===== src/rtl/music_pkg.sv =====
// Shared MusicPlayer definitions: sequencer state encoding and the note/duration
// field layout used by the song ROM and tone generator.
package music_pkg;
  localparam logic [2:0] ST_IDLE  = 3'd0;
  localparam logic [2:0] ST_FETCH = 3'd1;
  localparam logic [2:0] ST_LOAD  = 3'd2;
  localparam logic [2:0] ST_PLAY  = 3'd3;
  localparam logic [2:0] ST_PAUSE = 3'd4;

  localparam int NOTE_W_DEF = 6;
  localparam int DUR_W_DEF  = 3;
  localparam int NOTE_END   = 0;

  function automatic logic is_active(input logic [2:0] s);
    return s != ST_IDLE;
  endfunction
endpackage


===== src/rtl/song_sequencer_tempo_tick.sv =====
// Beat timebase: counts enabled clocks and flags the last clock of each beat.
module tempo_tick #(
  parameter int TICK_DIV = 4
) (
  input  logic clk,
  input  logic rst,
  input  logic clr,
  input  logic ena,
  output logic tick
);
  localparam int TW = $clog2(TICK_DIV);
  localparam logic [TW-1:0] LAST = TW'(TICK_DIV - 1);

  logic [TW-1:0] cnt_q, cnt_d;

  // Combinational so the sequencer can act on the wrap in the same cycle.
  assign tick = ena && (cnt_q == LAST);

  always_comb begin
    cnt_d = cnt_q;
    if (clr)      cnt_d = '0;
    else if (ena) cnt_d = tick ? '0 : cnt_q + 1'b1;
  end

  always_ff @(posedge clk or posedge rst) begin
    if (rst) cnt_q <= '0;
    else     cnt_q <= cnt_d;
  end
endmodule


===== src/rtl/song_sequencer.sv =====
// Song sequencer: walks the registered song ROM, holds each note for its beat count,
// and handles play/pause/stop from the front panel.
module song_sequencer
  import music_pkg::*;
#(
  parameter int TICK_DIV = 12_500_000,
  parameter int ADDR_W   = 5,
  parameter int NOTE_W   = NOTE_W_DEF,
  parameter int DUR_W    = DUR_W_DEF
) (
  input  logic              clk,
  input  logic              rst,
  input  logic              play,
  input  logic              pause,
  input  logic              stop,
  input  logic [NOTE_W-1:0] rom_note,
  input  logic [DUR_W-1:0]  rom_dur,
  output logic [ADDR_W-1:0] rom_addr,
  output logic [NOTE_W-1:0] note_out,
  output logic              note_valid,
  output logic              beat,
  output logic              playing,
  output logic              done
);
  logic [2:0]        state_q, state_d;
  logic [ADDR_W-1:0] addr_q, addr_d;
  logic [NOTE_W-1:0] note_q, note_d;
  logic [DUR_W-1:0]  rem_q, rem_d;
  logic              nv_q, nv_d, beat_q, beat_d, play_q, play_d, done_q, done_d;
  logic              tick;

  tempo_tick #(.TICK_DIV(TICK_DIV)) u_tick (
    .clk  (clk),
    .rst  (rst),
    .clr  ((state_q == ST_LOAD) || stop),
    .ena  (state_q == ST_PLAY),
    .tick (tick)
  );

  always_comb begin
    state_d = state_q;
    addr_d  = addr_q;
    note_d  = note_q;
    rem_d   = rem_q;
    nv_d    = nv_q;
    beat_d  = 1'b0;
    done_d  = 1'b0;
    case (state_q)
      ST_IDLE: if (!stop && !pause && play) begin
        state_d = ST_FETCH;
        addr_d  = '0;
      end
      ST_FETCH: state_d = ST_LOAD;
      ST_LOAD: begin
        if (rom_note == NOTE_W'(NOTE_END)) begin
          state_d = ST_IDLE;
          done_d  = 1'b1;
          addr_d  = '0;
        end else begin
          state_d = ST_PLAY;
          note_d  = rom_note;
          rem_d   = rom_dur;
          nv_d    = 1'b1;
        end
      end
      ST_PLAY: begin
        if (tick) begin
          beat_d = 1'b1;
          if (rem_q == '0) begin
            // Note finished: a pause landing here is dropped, the song advances.
            nv_d = 1'b0;
            if (&addr_q) begin
              state_d = ST_IDLE;
              done_d  = 1'b1;
              addr_d  = '0;
            end else begin
              state_d = ST_FETCH;
              addr_d  = addr_q + 1'b1;
            end
          end else begin
            rem_d = rem_q - 1'b1;
            if (pause) begin
              state_d = ST_PAUSE;
              nv_d    = 1'b0;
            end
          end
        end else if (pause) begin
          state_d = ST_PAUSE;
          nv_d    = 1'b0;
        end
      end
      ST_PAUSE: if (play) begin
        state_d = ST_PLAY;
        nv_d    = 1'b1;
      end
      default: state_d = ST_IDLE;
    endcase
    // Stop overrides everything, including a beat or advance in the same cycle.
    if (stop && state_q != ST_IDLE) begin
      state_d = ST_IDLE;
      addr_d  = '0;
      rem_d   = '0;
      nv_d    = 1'b0;
      beat_d  = 1'b0;
      done_d  = 1'b0;
    end
    play_d = is_active(state_d);
  end

  always_ff @(posedge clk or posedge rst) begin
    if (rst) begin
      state_q <= ST_IDLE;
      addr_q  <= '0;
      note_q  <= '0;
      rem_q   <= '0;
      nv_q    <= 1'b0;
      beat_q  <= 1'b0;
      play_q  <= 1'b0;
      done_q  <= 1'b0;
    end else begin
      state_q <= state_d;
      addr_q  <= addr_d;
      note_q  <= note_d;
      rem_q   <= rem_d;
      nv_q    <= nv_d;
      beat_q  <= beat_d;
      play_q  <= play_d;
      done_q  <= done_d;
    end
  end

  assign rom_addr   = addr_q;
  assign note_out   = note_q;
  assign note_valid = nv_q;
  assign beat       = beat_q;
  assign playing    = play_q;
  assign done       = done_q;
endmodule


===== config.mk =====
export PLATFORM = sky130hd
export DESIGN_NAME = song_sequencer
export DESIGN_NICKNAME = d
export VERILOG_FILES = /design/src/rtl/music_pkg.sv /design/src/rtl/song_sequencer_tempo_tick.sv /design/src/rtl/song_sequencer.sv
export SDC_FILE = /design/constraint.sdc
export NUM_CORES = 1
export LEC_CHECK = 0
export CORE_MARGIN = 5
export CORE_UTILIZATION = 56
export CTS_CLUSTER_SIZE = 30
export DETAILED_ROUTE_END_ITERATION = 6
export GPL_TIMING_DRIVEN = 0
export PLACE_DENSITY = 0.85
export SYNTH_ARGS = -nofsm -noshare
export SYNTH_HDL_FRONTEND = slang
export SYNTH_SLANG_ARGS = --single-unit

===== constraint.sdc =====
create_clock -name clk -period 2.9 [get_ports clk]
set_clock_uncertainty 0.05 [all_clocks]
set_input_delay 0.58 -clock clk [delete_from_list [all_inputs] [get_ports clk]]
set_output_delay 0.58 -clock clk [all_outputs]
set_load 0.005 [all_outputs]

# Word-level counts from Yosys, hierarchy flattened
# Index checks and enable logic that the tools add are counted.
# word_totals
n_memories,0
output_inout_bits,15
ff_bits,45
ramBits,0
latch_bits,0
mem_bits_ro,0
# op_classes
n_eq_ne,12
addsub,3
shifts,0
bitwise_logic,1
n_lt_le_gt_ge,0
div,0
mux,40
reduce_logical,21
n_mul,0
# ops
operator,count
24-bit two-way mux,3
3-bit two-way mux,10
5-bit two-way mux,6
"24-bit by 1-bit adder with 24-bit output, second input constant",1
"24-bit equality test, second input constant",1
1-bit two-way mux,15
"3-bit inequality test, second input constant",5
3-bit case mux with 5 select lines,1
5-bit case mux with 3 select lines,1
5-bit AND reduction,2
3-bit nonzero test,3
4-bit nonzero test,2
"3-bit by 2-bit equality test with 1-bit output, second input constant",2
3-bit zero test,2
6-bit zero test,1
3-bit case mux with 2 select lines,1
"5-bit by 1-bit adder with 5-bit output, second input constant",1
1-bit logical AND,4
4-bit AND reduction,1
"3-bit by 1-bit equality test with 1-bit output, second input constant",1
"3-bit equality test, second input constant",1
"3-bit by 1-bit inequality test with 1-bit output, second input constant",1
"3-bit by 2-bit inequality test with 1-bit output, second input constant",1
1-bit case mux with 3 select lines,1
other kinds (9),10

# Depth between registers and ports, before layout
# logic_depth
depth_word,7
ltp_mapped,8
ltp_nobuf,7

# By module
# A second synthesis with hierarchy kept.
# unflattened
cells_unflattened,282
hier_area_um2,2561.2
# modules_own_cells
mod,seq_area_each_um2,cells_per_inst,area_per_inst_um2,instances
song_sequencer,525.5,144,1282.5,1
tempo_tick,600.6,138,1278.7,1

# Worst setup path after synthesis
# No wires, ideal clock.
# synth_path
path_type,input port to flip-flop
start,input port rom_note[5]
end,"register addr_q[2], in the netlist rom_addr[2]"
setup_slack_ns,0.474
required_ns,2.781
path_stages,5
path_buffers,0
arrival_ns,2.307
path_cell_list,or4_4 > or4_4 > a32o_2 > or4_1 > nand3_1
# synth_via
elab_chain_cells,3
# synth_lines
item,line_no,rtl
from (decl),song_sequencer.sv:16,"input logic [NOTE_W-1:0] rom_note,"
6-bit zero test,song_sequencer.sv:55,if (rom_note == NOTE_W'(NOTE_END)) begin
3-bit by 1-bit inequality test with 1-bit output (no source line),-,
5-bit AND reduction (no source line),-,
to (signal assigned),song_sequencer.sv:122,addr_q <= addr_d;
to (decl),song_sequencer.sv:26,"logic [ADDR_W-1:0] addr_q, addr_d;"
# No other way between the ends.
# A chain may end at the register's enable or synchronous reset.

# Worst setup path after layout
# layout_path
start,input port rom_note[5]
end,"register addr_q[3], in the netlist rom_addr[3]"
# Same word-level chain as after synthesis.

==> results list <==
- Synth cell count leaders: sky130_fd_sc_hd__dfrtp_1, sky130_fd_sc_hd__nor2_1, sky130_fd_sc_hd__nand2_1
* Data arrival time of the critical path: about 2.8 ns
* ANT nets after route: 0
- 0 antenna diodes ended up in the layout.
- Power spent charging and discharging nets: between 0.4 and 0.5 mW
- Synth Area per Inst: 9.258 sq um
- Across the VDD grid, the largest voltage drop is ~0.00035 V.
- Timing would allow up to 376.3 MHz.
- Worst path max stage delay: ~0.54 ns
* TritonCTS Buffers: 5
* Post-CTS setup buffers: 0
* Number of flops mapped to enable cells by yosys: 0
- Die outline area: 0.006052 sq mm
- DP Wirelength: 4310 um
- R2r worst-path depth: 8
* Compound-Gate Fraction of Synth Area: 14.39%
- Fin cells: 365
- CTS tree: done
- Horizontal die dimension: 77.80 um
* Total grt overflow: 0
- Power after layout: 1.516 mW
* Cell family with the largest share of critical-path delay: simple AND/OR/NAND/NOR gates
* Most used DFF post-synth: sky130_fd_sc_hd__dfrtp_1
- Number of distinct library cells after synthesis: between 50 and 60
* Deepest level of the CTS H-tree: 2
* Routability Congestion: about 0.83
- Yosys printed 0 warnings.
- Of the total power, the clock network draws 25.7%.
- Initial Utilization: approximately three fifths
* Minimum period implied by the final worst setup slack: about 2.7 ns
* Wire length of the first global-routing pass: 10290 um
- Summing all placed instances gives a cell area of roughly 0.003 sq mm.
- Startpoint of the most critical register-to-register path: state_q[2]$_DFF_PP0_
- Total placed cells including tap cells: between 300 and 400
- Cell type with the highest occurrence count on the critical path: sky130_fd_sc_hd__or4_4
- Most common cell in the synthesized netlist: sky130_fd_sc_hd__dfrtp_1
* Required time of the worst setup path: a little over 3 ns
* Clk Latency, worst-skew pair: 0.30 ns
* Total negative slack: 0 ns
* Peak fanout along the critical path: 6
- The critical path is of the in2reg type.
- RSZ-0062 raised after global routing: false
* Worst Setup Slack post-DPL: -0.03069 ns
* DRC violations left: 0
* Global routing usage summed across all routing layers: 20.86%
* Total core area: 0.004414 sq mm
- Clock-pin slew of the registers on the worst-case setup and hold paths: around 0.070 ns
- In this run the register-to-register setup slack is 0.41 ns.
- Cells with a size suffix above 1 make up 8.307% of the layout.
- Final net count: 332
- Counting instances, the worst hold path has a depth of 1.
- The filler cells instantiated in the layout total 354.
- Netlist Area Pre-Place: 0.002574 sq mm
* Via density: 6.211
* First-iteration detailed-routing DRC count: 188
* Via count of the first global-routing pass: 2230
- In this run the deepest clock path goes through 2 buffers.
- At the pin with the least slew margin, the transition time is 0.8122 ns.
- Portion of the post-synthesis area used by sequential elements: 43.75%
- The area growth from synthesis to layout is 17.16%.
- Registers are responsible for between 40 and 50% of the overall power.
- Number of buffer cells added on primary ports: 27
- Library cell occupying the most area in the post-synthesis netlist: sky130_fd_sc_hd__dfrtp_1
* Root Buffer: sky130_fd_sc_hd__clkbuf_8
- Startpoint Class: input pin
- Share of the clock period used by the worst path after layout: 91.63%
- Fraction of synthesized cell area in xor and xnor cells: 5.445%
- Detailed Route WL: 5898 um
- Net switching is 27.67% of the power.
- First-pass detailed-route iteration total: 4
- Final Max Slew Viols: 0
- Finished layout cell area: 0.003015 sq mm
- Across the run, the number of max-cap violations was 0.
- The run finished with clean final reports.
* Worst setup slack after layout: 0.2426 ns
- Max stage delay cell, worst path: sky130_fd_sc_hd__or4_4
- Entering global routing, the biggest net connects 36 pins.
* Post-CTS Resized: 0
- Synthesis inferred 45 register bits.
- Dividing the detail-routed wire length by the instance count gives 16.16 um.
- # rows: 24
- Combinational cells account for around a quarter of the total power.
- In this run the critical register-to-register path is captured at u_tick.cnt_q[18]$_DFFE_PP0P_.
- TritonCTS sink count: 45
- Cell internal power was estimated by the tool at 1.097 mW.
* Share of async-settable or async-resettable flops after synthesis: 100.0%
- The number of antenna violations at the first check in global routing came to 0.
- Hold Path Class: reg2reg
- Top cells by area, synth: sky130_fd_sc_hd__dfrtp_1, sky130_fd_sc_hd__nor2_1, sky130_fd_sc_hd__xnor2_1, sky130_fd_sc_hd__nand2_1, sky130_fd_sc_hd__mux2_2
- Die H: 77.80 um
- Together, buffers and inverters on the worst path number 1.
- Final Hold Vio Count: 0
* Leakage: 1.241 nW
- Pwr dens: 502.8 mW/mm^2
- Share of synthesized area spent on multiplexers: roughly 2.6%
- The routed layout has approximately 2300 vias.
- STA classifies the critical path endpoint as a flop.
* Hold endpoint: rem_q[0]$_DFFE_PP0P_
- The number of hold buffers added after CTS was 0.
- Worst relative slew slack: about 45%
- Hold Path Origin: rem_q[0]$_DFFE_PP0P_
- The critical path goes through clkdlybuf4s50_1 > or4_4 > or4_4 > a32o_2 > or4_1 > nand3_1.
- The synthesized netlist devotes 2.431% of its cell area to adder and majority cells.
- Count of endpoints failing setup in the final report: 0
- Cells fill about two thirds of the core in the end.
* I/O pins: 29
- Main combinational cell family by area after synthesis: simple AND/OR/NAND/NOR gates
- The number of nets in the synthesized netlist is approximately 300.
- Area share of the largest cell type after synthesis: 43.75%
- Simple-gate portion of the synthesized area: roughly 28%
* Worst hold slack: around 0.45 ns
- Number of cells produced by synthesis: 278
==> placed cells by master (no fill, tap or decap), types with 4 or more instances in the layout <==
master                            synthesis  routed
sky130_fd_sc_hd__dfrtp_1                 45      45
sky130_fd_sc_hd__nor2_1                  33      33
sky130_fd_sc_hd__clkdlybuf4s50_1          0      27
sky130_fd_sc_hd__nand2_1                 23      23
sky130_fd_sc_hd__clkbuf_1                12      13
sky130_fd_sc_hd__xnor2_1                 11      11
sky130_fd_sc_hd__nand3_1                 10      10
sky130_fd_sc_hd__nor3_1                   9       9
sky130_fd_sc_hd__o21ai_0                  9       9
sky130_fd_sc_hd__and3_1                   8       8
sky130_fd_sc_hd__nand4_1                  7       7
sky130_fd_sc_hd__a31oi_1                  7       7
sky130_fd_sc_hd__mux2_2                   6       6
sky130_fd_sc_hd__inv_1                    7       6
sky130_fd_sc_hd__clkbuf_8                 0       6
sky130_fd_sc_hd__a22o_1                   5       5
sky130_fd_sc_hd__or4_1                    5       5
sky130_fd_sc_hd__nor4_1                   5       5
sky130_fd_sc_hd__xor2_1                   5       5
sky130_fd_sc_hd__ha_1                     5       5
sky130_fd_sc_hd__nand3b_1                 4       4
sky130_fd_sc_hd__a21oi_1                  4       4
sky130_fd_sc_hd__nor2b_1                  4       4
sky130_fd_sc_hd__nand2b_1                 4       4
sky130_fd_sc_hd__o211ai_1                 4       4
==> how the worst max path moves through the flow <==
| stage | startpoint | end | slack [ns] | cells after the start |
|---|---|---|---|---|
| floorplan | rom_note[5] | rom_addr[2]$_DFFE_PP0P_ | 0.47 | 5 |
| global placement | rom_note[5] | rom_addr[3]$_DFFE_PP0P_ | -0.03 | 6 |
| detailed placement | rom_note[5] | rom_addr[2]$_DFFE_PP0P_ | -0.03 | 6 |
| CTS | rom_note[5] | rom_addr[3]$_DFFE_PP0P_ | 0.26 | 6 |
| global route | rom_note[2] | rom_addr[3]$_DFFE_PP0P_ | 0.19 | 6 |
| finish | rom_note[5] | rom_addr[3]$_DFFE_PP0P_ | 0.24 | 6 |
==> state kept, by name, indices dropped and copies added (netlist names) <==
name,cells
rem_q,3
done,1
note_out,6
playing,1
beat,1
u_tick.cnt_q,24
rom_addr,5
note_valid,1
state_q,3
==> power groups by stage <==
| stage | Sequential (mW) | Combinational (mW) | Clock, mW |
|---|---|---|---|
| after global routing | 0.759 | 0.413 | 0.433 |
| after CTS | 0.748 | 0.379 | 0.402 |
| after floorplan | 0.755 | 0.196 | 0 |
| after detailed placement | 0.761 | 0.378 | 0 |
| after global placement | 0.754 | 0.359 | 0 |
| final | 0.747 | 0.379 | 0.390 |
==> layout make-up <==
class                      instances  area [sq um]  share of cell area [%]
buffer                            15         60.06                   1.992
clock buffer                       7         86.33                   2.863
inverter                           7         26.28                  0.8714
multi-input combinational        211          1361                   45.15
sequential                        45          1126                   37.34
tap                               52         65.06                   2.158
timing repair buffer              28         290.3                   9.627
==> routing by layer <==
layer / global-route usage, % / vias up / wire length [um]
met5: 0 / - / 0
met4: 6.701 / 0 / 104
met3: 6.366 / 10 / 331
met2: 33.47 / 80 / 2861
met1: 26.90 / 1081 / 2601
li1: - / 1096 / -
==> kinds of logic after synthesis <==
| logic type | count (synthesis) |
|---|---|
| DFF | 45 |
| muxes | 6 |
| buffers and inverters | 22 |
| AOI/OAI and AO/OA | 51 |
| and+or+nand+nor | 133 |
| adders and majority gates | 5 |
| xor gates and xnor gates | 16 |
(Power assumes the default switching activity.)
